--- src/rtl/pong_graph_if.sv ---
// Pixel-stream bundle between the sync timing stage and the Pong pixel generator.
// The master is the timing/display side; the slave is pong_graph.
interface pong_graph_if;
    logic        p_tick;
    logic        video_on;
    logic [9:0]  pixel_x;
    logic [9:0]  pixel_y;
    logic [11:0] rgb;
    logic        miss;

    modport master (
        output p_tick, video_on, pixel_x, pixel_y,
        input  rgb, miss
    );

    modport slave (
        input  p_tick, video_on, pixel_x, pixel_y,
        output rgb, miss
    );
endinterface

--- src/rtl/pong_graph.sv ---
// Pong pixel generator: wall, right paddle and square ball over a switch-selected
// background, with game state advanced once per frame on the refresh tick.
module pong_graph #(
    parameter int BALL_SIZE    = 8,
    parameter int BALL_V       = 2,
    parameter int PAD_H        = 72,
    parameter int PAD_V        = 4,
    parameter int SERVE_FRAMES = 60
) (
    input  logic         clk,
    input  logic         rst,
    pong_graph_if.slave  vid,
    input  logic         btn_up,
    input  logic         btn_down,
    input  logic [11:0]  bg_color
);
    localparam int CNT_W = $clog2(SERVE_FRAMES + 1);

    localparam logic [9:0] WALL_L    = 10'd32;
    localparam logic [9:0] WALL_R    = 10'd35;
    localparam logic [9:0] WALL_HIT  = 10'd36;
    localparam logic [9:0] PAD_L     = 10'd600;
    localparam logic [9:0] PAD_R     = 10'd603;
    localparam logic [9:0] X_EXIT    = 10'd639;
    localparam logic [9:0] SERVE_X   = 10'd316;
    localparam logic [9:0] SERVE_Y   = 10'd236;
    localparam logic [9:0] PAD_INIT  = 10'd204;
    localparam logic [9:0] BS_M1     = 10'(BALL_SIZE - 1);
    localparam logic [9:0] BV        = 10'(BALL_V);
    localparam logic [9:0] PH_M1     = 10'(PAD_H - 1);
    localparam logic [9:0] PV        = 10'(PAD_V);
    localparam logic [9:0] BALL_YMAX = 10'(480 - BALL_V - BALL_SIZE);
    localparam logic [9:0] PAD_YMAX  = 10'(479 - PAD_V - PAD_H);
    localparam logic [CNT_W-1:0] CNT_LAST = CNT_W'(SERVE_FRAMES - 1);

    typedef enum logic [1:0] {SERVE = 2'd0, PLAY = 2'd1, MISS = 2'd2} state_t;

    state_t           r_state, w_state_nxt;
    logic [9:0]       r_bx, r_by, r_pad_top;
    logic [9:0]       w_bx_nxt, w_by_nxt, w_pad_nxt;
    logic             r_vx_neg, r_vy_neg, w_vx_neg_nxt, w_vy_neg_nxt;
    logic [CNT_W-1:0] r_frame_cnt, w_frame_cnt_nxt;
    logic [11:0]      r_rgb, w_rgb_nxt;

    logic       w_refr_tick;
    logic [9:0] w_ball_r, w_ball_b, w_pad_bot;
    logic       w_pad_hit, w_on_ball, w_on_pad, w_on_wall;

    assign w_refr_tick = vid.p_tick && (vid.pixel_x == 10'd0) && (vid.pixel_y == 10'd481);
    assign w_ball_r    = r_bx + BS_M1;
    assign w_ball_b    = r_by + BS_M1;
    assign w_pad_bot   = r_pad_top + PH_M1;
    assign w_pad_hit   = (w_ball_r >= PAD_L) && (w_ball_r <= PAD_R)
                      && (w_ball_b >= r_pad_top) && (r_by <= w_pad_bot);

    // NOTE: every w_*_nxt gets a default before the case so no path leaves one unassigned (no latches).
    always_comb begin
        w_state_nxt     = r_state;
        w_bx_nxt        = r_bx;
        w_by_nxt        = r_by;
        w_vx_neg_nxt    = r_vx_neg;
        w_vy_neg_nxt    = r_vy_neg;
        w_frame_cnt_nxt = r_frame_cnt;
        w_pad_nxt       = r_pad_top;

        case (r_state)
            SERVE: begin
                if (w_refr_tick) begin
                    if (r_frame_cnt == CNT_LAST) begin
                        w_frame_cnt_nxt = '0;
                        w_state_nxt     = PLAY;
                    end else begin
                        w_frame_cnt_nxt = r_frame_cnt + 1'b1;
                    end
                end
            end
            PLAY: begin
                if (w_refr_tick) begin
                    if (w_ball_r >= X_EXIT) begin
                        w_state_nxt = MISS;
                    end else begin
                        // Bounds are tested before moving, so a left/up step never underflows.
                        if (r_by <= BV)             w_vy_neg_nxt = 1'b0;
                        else if (r_by >= BALL_YMAX) w_vy_neg_nxt = 1'b1;
                        if (r_bx <= WALL_HIT)       w_vx_neg_nxt = 1'b0;
                        else if (w_pad_hit)         w_vx_neg_nxt = 1'b1;
                        w_bx_nxt = w_vx_neg_nxt ? (r_bx - BV) : (r_bx + BV);
                        w_by_nxt = w_vy_neg_nxt ? (r_by - BV) : (r_by + BV);
                    end
                end
            end
            MISS: begin
                w_state_nxt  = SERVE;
                w_bx_nxt     = SERVE_X;
                w_by_nxt     = SERVE_Y;
                w_vx_neg_nxt = 1'b0;
                w_vy_neg_nxt = 1'b0;
            end
            default: w_state_nxt = SERVE;
        endcase

        if (w_refr_tick) begin
            if (btn_up && !btn_down && (r_pad_top >= PV))
                w_pad_nxt = r_pad_top - PV;
            else if (btn_down && !btn_up && (r_pad_top <= PAD_YMAX))
                w_pad_nxt = r_pad_top + PV;
        end
    end

    // NOTE: state registers use non-blocking assignments so every flop samples pre-edge values.
    always_ff @(posedge clk) begin
        if (rst) begin
            r_state     <= SERVE;
            r_bx        <= SERVE_X;
            r_by        <= SERVE_Y;
            r_vx_neg    <= 1'b0;
            r_vy_neg    <= 1'b0;
            r_pad_top   <= PAD_INIT;
            r_frame_cnt <= '0;
        end else begin
            r_state     <= w_state_nxt;
            r_bx        <= w_bx_nxt;
            r_by        <= w_by_nxt;
            r_vx_neg    <= w_vx_neg_nxt;
            r_vy_neg    <= w_vy_neg_nxt;
            r_pad_top   <= w_pad_nxt;
            r_frame_cnt <= w_frame_cnt_nxt;
        end
    end

    assign w_on_ball = (vid.pixel_x >= r_bx) && (vid.pixel_x <= w_ball_r)
                    && (vid.pixel_y >= r_by) && (vid.pixel_y <= w_ball_b);
    assign w_on_pad  = (vid.pixel_x >= PAD_L) && (vid.pixel_x <= PAD_R)
                    && (vid.pixel_y >= r_pad_top) && (vid.pixel_y <= w_pad_bot);
    assign w_on_wall = (vid.pixel_x >= WALL_L) && (vid.pixel_x <= WALL_R);

    always_comb begin
        w_rgb_nxt = bg_color;
        if (!vid.video_on)  w_rgb_nxt = 12'h000;
        else if (w_on_ball) w_rgb_nxt = 12'hF00;
        else if (w_on_pad)  w_rgb_nxt = 12'h0F0;
        else if (w_on_wall) w_rgb_nxt = 12'h00F;
    end

    always_ff @(posedge clk) begin
        if (rst)             r_rgb <= 12'h000;
        else if (vid.p_tick) r_rgb <= w_rgb_nxt;
    end

    assign vid.rgb  = r_rgb;
    assign vid.miss = (r_state == MISS);
endmodule
--- src/flat_wrapper.sv ---
// flat-port wrapper written by rule: the top's interface ports become plain ports
module pong_graph_flat 
#(
    parameter int BALL_SIZE    = 8,
    parameter int BALL_V       = 2,
    parameter int PAD_H        = 72,
    parameter int PAD_V        = 4,
    parameter int SERVE_FRAMES = 60
)
  (clk, rst, btn_up, btn_down, bg_color, vid_p_tick, vid_video_on, vid_pixel_x, vid_pixel_y, vid_rgb, vid_miss);
  pong_graph_if vid_i ();
  input  logic clk;
  input  logic rst;
  input  logic btn_up;
  input  logic btn_down;
  input  logic [11:0] bg_color;
  input wire logic [$bits(vid_i.p_tick)-1:0] vid_p_tick;
  input wire logic [$bits(vid_i.video_on)-1:0] vid_video_on;
  input wire logic [$bits(vid_i.pixel_x)-1:0] vid_pixel_x;
  input wire logic [$bits(vid_i.pixel_y)-1:0] vid_pixel_y;
  output wire logic [$bits(vid_i.rgb)-1:0] vid_rgb;
  output wire logic [$bits(vid_i.miss)-1:0] vid_miss;
  assign vid_i.p_tick = vid_p_tick;
  assign vid_i.video_on = vid_video_on;
  assign vid_i.pixel_x = vid_pixel_x;
  assign vid_i.pixel_y = vid_pixel_y;
  assign vid_rgb = vid_i.rgb;
  assign vid_miss = vid_i.miss;
  pong_graph #(.BALL_SIZE(BALL_SIZE), .BALL_V(BALL_V), .PAD_H(PAD_H), .PAD_V(PAD_V), .SERVE_FRAMES(SERVE_FRAMES)) u_core (.clk(clk), .rst(rst), .vid(vid_i), .btn_up(btn_up), .btn_down(btn_down), .bg_color(bg_color));
endmodule
--- config.mk ---
export PLATFORM = sky130hd
export DESIGN_NAME = pong_graph_flat
export DESIGN_NICKNAME = d
export VERILOG_FILES = /design/src/rtl/pong_graph_if.sv /design/src/rtl/pong_graph.sv /design/src/flat_wrapper.sv
export SDC_FILE = /design/constraint.sdc
export NUM_CORES = 1
export LEC_CHECK = 0
export BUFFER_PORTS_ARGS = -buffer_cell sky130_fd_sc_hd__buf_2
export CAP_MARGIN = 20
export CORE_MARGIN = 10
export CORE_UTILIZATION = 50
export DETAILED_ROUTE_END_ITERATION = 7
export PLACE_DENSITY = 0.77
export SLEW_MARGIN = 30
export SYNTH_ARGS = -nofsm -noshare
export SYNTH_HDL_FRONTEND = slang
export SYNTH_SLANG_ARGS = --single-unit
--- constraint.sdc ---
create_clock -name clk -period 4.9 [get_ports clk]
set_clock_uncertainty 0.1 [all_clocks]
set_input_delay 0.49 -clock clk [delete_from_list [all_inputs] [get_ports clk]]
set_output_delay 0.49 -clock clk [all_outputs]
set_load 0.01 [all_outputs]
==> flow_summary.ini, run 1 <==
[run_status]
outcome = complete, no violations

[cells_and_area]
final_cell_area_mm2 = 0.00537
final_nets = 777
synthToLayoutAreaGrowth_pct = 10.1
num_antenna_cells = 0
fillers = 936
drive_gt1_frac = 0.135

[critical_path]
r2r_start = u_core.r_by[1]
critPathLaunchType = flop
critPathLaunch = u_core.r_by[1]
crit_fanout = 7
rrSetupSlack_ns = 0.26
path_class = flop to flop
worstPathArrival_ns = 4.81
required_ns = 5.06
timing.rr.end = u_core.r_bx[9]
end_kind = flop
cp-endpoint = u_core.r_bx[9]
reg2regPathDepth = 21

[synthesis]
ys.flop_type = dfxtp_1
synth_top_area_frac = 0.226
synth_area_mm2 = 0.00488
syn_avg_cell_area_um2 = 8.07
yosysWarnings = 0
synth_cells = 605
ys_seq_area_frac = 0.197
yosys.area.top_type = ha_1
synth_xor_area_frac = 0.0700
synthArstFlopShare = 0
synth_commonest_cells = ha_1 (88), nor2_1 (50), dfxtp_1 (48), inv_1 (46), nand2_1 (42)
synth_top_family_by_area = adder cells
synthSimpleGateAreaFrac = 0.227
yosys_register_bits = 48
synthAdderAreaFrac = 0.230
synth.area.top_cells = ha_1 (23%), dfxtp_1 (20%), xnor2_1 (5.9%), nor2_1 (3.8%), a21oi_1 (3.7%)
synth_edf_count = 0
synth_fp_nets = 732
synth_most_common_cell = ha_1
synth_compound_area_frac = 0.211
synth.distinct_cells = 71
synth_mux_area_frac = 0.00820

[die]
fp.coreArea_mm2 = 0.00964
ios = 51
die_area_mm2 = 0.0141
die_w_um = 119
start_util = 0.506
rows = 36
die_y_um = 119

[detailed_routing]
drt_wl_total_um = 13100
met1_length_um = 5640
highest_layer = met4
drtIter0Drc = 379
ant_nets = 0
firstDrtPassIters = 6
vias = 4594
avgRoutedWirePerCell_um = 16.7
met3_length_um = 633
drc = 0
routed_via_density = 5.86
met2_length_um = 6420

[clocking]
clock_sinks = 48
cts_buffers = 5
clkLatencyLatePin_ns = 0.32
cts.clk_slew.worst_paths_ns = 0.11
clk_path_buf_depth = 2
cts_hold_buf = 0
cts_tree = built
h-tree-depth = 2
cts_root_buf = clkbuf_8
cts_setup_buffers = 0

[timing]
hold_viol_final = 0
fin_tns_setup_ns = 0
rsz0062_at_grt = false
max_slew.worst_pin.slew_ns = 0.886
final-max-slew-violation-count = 0
relSlewSlack = 0.409
period_minus_slack_ns = 4.64
period_share = 0.947
final-setup-viol-count = 0
clock.fmax_ghz = 0.215

[placed_design]
postPlaceCellArea_mm2 = 0.00526
place.gp.congestion = 0.942
io_buffer_count = 50
place_hpwl_um = 10400

[pwr]
p_leak_nw = 2.43
power_density_mw_per_mm2 = 154
peakVddDrop_mv = 0.115

[global_routing]
grt_max_degree = 23
grt_util_all_layers = 0.181
grt_pass1_vias = 4594
grt_pass1_wl_um = 21900
antenna_found_initial = 0
grt-ovfl-total = 0

[hold_path]
hold_class = input pin to flop

[run]
cap_violations = 0
-- what timing repair did --
| item | 4_1_cts | 5_1_grt |
|---|---|---|
| endpoints found under the setup margin | 0 | 3 |
| gates resized for setup | 0 | 1 |
| hold endpoints to repair | 0 | 0 |
-- cell usage in the layout, fill, tap and decap left out, types with 16 or more instances in the layout --
cell and n:
nor3_1 24, a21oi_1 36, buf_2 50, dfxtp_1 47, nand3_1 16, inv_1 46, xnor2_1 33, nand2_1 42
o21ai_0 31, ha_1 88, nor2_1 50
-- per-layer routing --
layer  vias up  global-route usage
met2       135               0.320
met1      2150               0.216
met4         0              0.0656
li1       2282                   -
met5         -                   0
met3        27              0.0302
-- metrics by stage --
step,total power [mW],util,instances,worst slack (ns),hold slack [ns]
finish,0.828,0.558,784,0.258,0.298
global route,0.864,0.558,784,0.0233,0.288
CTS,0.834,0.557,784,0.234,0.295
detailed placement,0.527,0.545,776,0.264,0.348
global placement,0.521,0.545,776,0.454,0.331
floorplan,0.475,-,605,0.423,0.359
-- where the power goes --
part / internal, mW / leakage, nW / switching [mW]
combinational: 0.0500 / 1.99 / 0.0695
sequential: 0.396 / 0.388 / 0.00369
clock: 0.154 / 0.0548 / 0.155
total: 0.600 / 2.43 / 0.228
-- flip-flops by register name (all words and copies together) (netlist names) --
signal / cells
u_core.r_bx: 9
u_core.r_by: 9
u_core.r_frame_cnt: 6
u_core.r_pad_top: 8
u_core.r_state: 2
u_core.r_vx_neg: 1
u_core.r_vy_neg: 1
u_core.vid.rgb: 12
-- worst max-delay path, cell delays in order, from the launching register on --
cell and delay [ns]:
dfxtp_1 0.34, inv_1 0.11, ha_1 0.30, or3_1 0.34, xnor2_1 0.23, ha_1 0.28
o21ai_0 0.08, a21oi_1 0.06, o31ai_1 0.22, a21oi_1 0.10, o32a_1 0.29, o21a_1 0.19
buf_4 0.19, ha_1 0.32, nor2b_1 0.16, o21ai_0 0.11, a21oi_1 0.23, a211oi_1 0.08
nor3_1 0.38, nand2_1 0.10, or3_1 0.31, nand4_1 0.07
-- kinds of logic (layout without fill, tap and decap cells) --
group                    Yosys count  after routing
XOR/XNOR                          39             39
AO/OA/AOI/OAI                    152            152
buffers and inverters             67            113
multiplexers                       4              4
flip-flops                        48             48
AND/OR/NAND/NOR                  206            206
adder cells (fa/ha/maj)           89             89
-- area by class of cell --
type / count / area, um2 / share of cell area
multi-input combinational: 490 / 3640 / 0.677
tap: 133 / 166 / 0.0310
sequential: 48 / 962 / 0.179
inverter: 46 / 173 / 0.0321
clock inverter: 3 / 46.3 / 0.00861
timing repair buffer: 59 / 318 / 0.0591
clock buffer: 5 / 68.8 / 0.0128
-- worst min path at each step --
stage | end | slack (ns) | start | depth (start not counted)
2_1_floorplan | u_core.r_vy_neg | 0.36 | u_core.r_vy_neg | 2
3_3_place_gp | u_core.vid.rgb[1] | 0.33 | u_core.vid.rgb[1] | 2
3_5_place_dp | u_core.vid.rgb[2] | 0.35 | u_core.vid.rgb[2] | 2
4_1_cts | u_core.vid.rgb[8] | 0.29 | bg_color[8] | 2
5_1_grt | u_core.vid.rgb[8] | 0.29 | bg_color[8] | 2
6_report | u_core.vid.rgb[11] | 0.30 | bg_color[11] | 2
Note: power is estimated with default switching activity, not from simulation.
==> run 2, diff against run 1 <==
CORE_MARGIN = 4   (was 10)
==> run 2 against run 1 <==
Global-route usage rose by 4.0 points. Critical path type unchanged. Clock-buffer cell count did not move. Critical endpoint is now u_core.r_bx[8]. Clock power rose by 16%. Wire length fell by 2.4%. Combinational power barely moved. Core utilization rose by 1.8 points. Via count rose by 0.78%.
==> flow_summary.ini, run 2 (synthesized netlist as in run 1, its figures left out) <==
[critical_path]
critPathBufInv = 2
worst-path-stages = 20
crit_fanout = 7
end_kind = flop
critPathLaunchType = flop
required_ns = 5.03
cp-endpoint = u_core.r_bx[8]
r2r_start = u_core.r_by[1]
rrSetupSlack_ns = 0.37
critPathLaunch = u_core.r_by[1]
worstPathArrival_ns = 4.66
critPathTopFamily = compound AO/OA/AOI/OAI gates
path_class = flop to flop
timing.rr.end = u_core.r_bx[8]
crit_slowest_cell = dfxtp_1
critPathMaxStageDelay_ns = 0.34
crit_top_cell = a21oi_1
crit_path_cell_trace = inv_1 > ha_1 > or3_1 > xnor2_1 > ha_1 > o21ai_0 > a21oi_1 > o31ai_1 > a21oi_1 > o32a_1 > o21a_1 > buf_4 > ha_1 > a21oi_1 > nand2b_1 > a21boi_0 > o41ai_1 > xor2_1 > a21oi_1 > a211o_1
reg2regPathDepth = 20

[cells_and_area]
most-common-layout-cells = ha_1 (88), nor2_1 (50), buf_2 (50)
final_cell_area_mm2 = 0.00540
synthToLayoutAreaGrowth_pct = 10.5
largest_reg_flops = 12
num_antenna_cells = 0
post_layout_nonfiller_instances = 780
post-route-util = 0.576
drive_gt1_frac = 0.137
final_common_cell = ha_1
final_nets = 777

[timing]
final-max-slew-violation-count = 0
period_share = 0.925
relSlewSlack = 0.409
hold_viol_final = 0
rsz0062_at_grt = false
clock.fmax_ghz = 0.221
max_slew.worst_pin.slew_ns = 0.887
fin_tns_setup_ns = 0
period_minus_slack_ns = 4.53
final-setup-viol-count = 0

[detailed_routing]
drt_wl_total_um = 12800
routed_via_density = 5.94
drc = 0
ant_nets = 0
firstDrtPassIters = 6
avgRoutedWirePerCell_um = 16.4
vias = 4630
drtIter0Drc = 262

[clocking]
cts_hold_buf = 0
cts.clk_slew.worst_paths_ns = 0.11
clk_path_buf_depth = 2
cts_tree = built
cts_root_buf = clkbuf_8
clkLatencyLatePin_ns = 0.32
clock_sinks = 48
cts_buffers = 5
h-tree-depth = 2

[pwr]
power_density_mw_per_mm2 = 163
p_leak_nw = 2.45
peakVddDrop_mv = 0.120

[global_routing]
grt_max_degree = 23
antenna_found_initial = 0
grt_util_all_layers = 0.221
grt_pass1_wl_um = 20700
grt-ovfl-total = 0
grt_pass1_vias = 4333

[run_status]
outcome = complete, no violations

[die]
rows = 35
start_util = 0.521
die_y_um = 107
fp.coreArea_mm2 = 0.00937
die_w_um = 107
ios = 51
die_area_mm2 = 0.0114

[placed_design]
place_hpwl_um = 10100
postPlaceCellArea_mm2 = 0.00525
placed_cells = 772
io_buffer_count = 50
place.gp.congestion = 0.947

[hold_path]
hold_class = input pin to flop

[run]
cap_violations = 0
[run 2: where the power goes]
| group | switching, mW | total [mW] | internal, mW |
|---|---|---|---|
| Clock | 0.154 | 0.359 | 0.206 |
| Sequential | 0.00385 | 0.400 | 0.396 |
| Combinational | 0.0688 | 0.119 | 0.0499 |
| Total | 0.226 | 0.878 | 0.651 |
[run 2: what timing repair did]
action                                  in CTS  in global routing
resized for setup                            0                  2
endpoints found under the setup margin       0                  2
setup buffers                                0                  0
[run 2: worst min-delay path by stage]
| stage | startpoint | endpoint | slack [ns] | cells past startpoint |
|---|---|---|---|---|
| finish | bg_color[8] | u_core.vid.rgb[8] | 0.30 | 2 |
| CTS | bg_color[8] | u_core.vid.rgb[8] | 0.30 | 2 |
| global placement | u_core.vid.rgb[1] | u_core.vid.rgb[1] | 0.33 | 2 |
| global route | bg_color[11] | u_core.vid.rgb[11] | 0.29 | 2 |
| floorplan | u_core.r_vy_neg | u_core.r_vy_neg | 0.36 | 2 |
| detailed placement | u_core.vid.rgb[2] | u_core.vid.rgb[2] | 0.35 | 2 |
[run 2: cell type report]
type	instances	area, um2
sequential	48	962
clock inverter	3	68.8
fill	876	3980
clock buffer	5	68.8
tap	129	161
inverter	46	173
timing repair buffer	59	318
multi-input combinational	490	3640
[run 2: through the flow]
| step | hold slack [ns] | total power, mW | worst slack, ns |
|---|---|---|---|
| after floorplan | 0.359 | 0.475 | 0.423 |
| after global placement | 0.333 | 0.521 | 0.453 |
| after detailed placement | 0.345 | 0.526 | 0.290 |
| after CTS | 0.297 | 0.883 | 0.263 |
| after global routing | 0.294 | 0.909 | 0.0432 |
| final | 0.301 | 0.878 | 0.368 |
[run 2: layer usage]
layer,vias up,global-route usage,routed length [um]
met5,-,0,0
met4,0,0.0621,248
met3,24,0.0295,606
met2,120,0.389,6240
met1,2203,0.282,5670
li1,2283,-,-
==> run 3, diff against run 2 <==
CORE_UTILIZATION = 56   (was 50)
PLACE_DENSITY = 0.85   (was 0.77)
==> run 3 against run 2 <==
Core utilization rose by 6.3 points. Clock power is 14% lower. Largest cell class unchanged. Cell count shrank 3.3%. Largest power group unchanged. Sequential share of layout area rose by 0.24 points. Register-to-register slack got worse by 0.14 ns. Clock-buffer cell count did not move. Critical path depth increased by 1. First-iteration DRC count down 14%. Hold slack barely moved. Sequential power barely moved.
==> flow_summary.ini, run 3 (synthesized netlist as in run 1, its figures left out) <==
[global_routing]
grt_pass1_vias = 4458
antenna_found_initial = 0
grt_pass1_wl_um = 20400
grt_max_degree = 23
grtUsageMet3 = 0.0393
grt-ovfl-total = 0
grtUsageMet1 = 0.303
gr-usage-met2 = 0.420
busiest_layer = met2
grt_util_all_layers = 0.242

[critical_path]
cp-endpoint = u_core.r_bx[9]
worstPathArrival_ns = 4.84
r2r_start = u_core.r_by[5]
critPathMaxStageDelay_ns = 0.47
critPathLaunch = u_core.r_by[5]
critPathBufInv = 3
worst-path-stages = 21
timing.rr.end = u_core.r_bx[9]
reg2regPathDepth = 21
end_kind = flop
rrSetupSlack_ns = 0.23
crit_slowest_cell = dfxtp_1
crit_fanout = 9
critPathTopFamily = simple AND/OR/NAND/NOR gates
required_ns = 5.07
critPathLaunchType = flop
path_class = flop to flop
crit_path_cell_trace = inv_1 > nor3_1 > nand3_1 > nor3_1 > xnor2_1 > ha_1 > o21ai_0 > a21oi_1 > o32a_1 > o21a_1 > buf_4 > inv_1 > fa_1 > nor2b_1 > o21ai_0 > a21oi_1 > a211oi_1 > nor3_2 > nand2_1 > or3_1 > nand4_1

[cells_and_area]
most-common-layout-cells = ha_1 (88), nor2_1 (50), buf_2 (50)
largest_reg_flops = 12
drive_gt1_frac = 0.136
fillers = 706
ff_latch_area_um2 = 963
final_common_cell = ha_1
multi_input_area_mm2 = 0.00364
final_nets = 775
synthToLayoutAreaGrowth_pct = 9.20
post-route-util = 0.639
num_antenna_cells = 0

[hold_path]
hold_class = input pin to flop

[clocking]
cts.clk_slew.worst_paths_ns = 0.11
cts_root_buf = clkbuf_8
h-tree-depth = 2
cts_tree = built
clock_sinks = 48
cts_buffers = 5
cts_setup_buffers = 0
clkLatencyLatePin_ns = 0.32
clk_path_buf_depth = 2

[placed_design]
place_hpwl_um = 9880
place.gp.congestion = 1.02
io_buffer_count = 50

[timing]
hold_viol_final = 0
max_slew.worst_pin.slew_ns = 0.941
clock.fmax_ghz = 0.214
final-setup-viol-count = 0
final-max-slew-violation-count = 0
relSlewSlack = 0.373
fin_tns_setup_ns = 0
period_minus_slack_ns = 4.67
period_share = 0.954

[die]
die_y_um = 101
rows = 33
die_w_um = 101
fp.coreArea_mm2 = 0.00834
ios = 51
die_area_mm2 = 0.0103
start_util = 0.585

[run]
cap_violations = 0

[detailed_routing]
ant_nets = 0
drtIter0Drc = 226
firstDrtPassIters = 7
routed_via_density = 6.14
avgRoutedWirePerCell_um = 16.6
vias = 4633
drt_wl_total_um = 12500
drc = 0

[pwr]
power_density_mw_per_mm2 = 155
p_leak_nw = 2.43
peakVddDrop_mv = 0.112

[run_status]
outcome = complete, no violations
[run 3: what timing repair did]
| item | in CTS | in global routing |
|---|---|---|
| resized for setup | 0 | 3 |
| hold buffers | 0 | 0 |
| setup endpoints to repair | 0 | 2 |
[run 3: routing by layer]
| metal | share of wire | routed length [um] |
|---|---|---|
| met4 | 0.024 | 296 |
| met3 | 0.062 | 776 |
| met1 | 0.43 | 5400 |
| met5 | 0 | 0 |
| met2 | 0.48 | 6060 |
[run 3: where the power goes]
group | leakage (nW) | total (mW) | internal [mW] | switching [mW]
Sequential | 0.389 | 0.400 | 0.396 | 0.00394
Clock | 0.0583 | 0.310 | 0.154 | 0.156
Combinational | 1.98 | 0.119 | 0.0500 | 0.0693
[run 3: cell type report]
| type | instances | share of cell area |
|---|---|---|
| clock buffers | 5 | 0.0129 |
| clock inverters | 3 | 0.00892 |
| inverters | 46 | 0.0324 |
| multi-input cells | 490 | 0.684 |
| flip-flops and latches | 48 | 0.181 |
| well taps | 105 | 0.0246 |
| repair buffers | 57 | 0.0568 |
[run 3: worst min-delay path by stage]
stage,end,depth (start not counted),slack [ns],start
global placement,u_core.vid.rgb[1],2,0.33,u_core.vid.rgb[1]
global route,u_core.vid.rgb[9],2,0.31,bg_color[9]
detailed placement,u_core.vid.rgb[0],2,0.35,u_core.vid.rgb[0]
floorplan,u_core.r_vy_neg,2,0.36,u_core.r_vy_neg
finish,u_core.vid.rgb[11],2,0.30,bg_color[11]
CTS,u_core.vid.rgb[11],2,0.30,bg_color[11]
[run 3: per-stage QoR]
step	instance area, um2	power [mW]	setup WS (ns)	cells	hold WS [ns]
4_1_cts	5320	0.832	0.239	754	0.300
2_1_floorplan	4880	0.475	0.423	605	0.359
6_report	5330	0.829	0.227	754	0.301
3_5_place_dp	5210	0.526	0.273	746	0.349
3_3_place_gp	5210	0.520	0.434	746	0.331
5_1_grt	5330	0.858	-0.00536	754	0.306
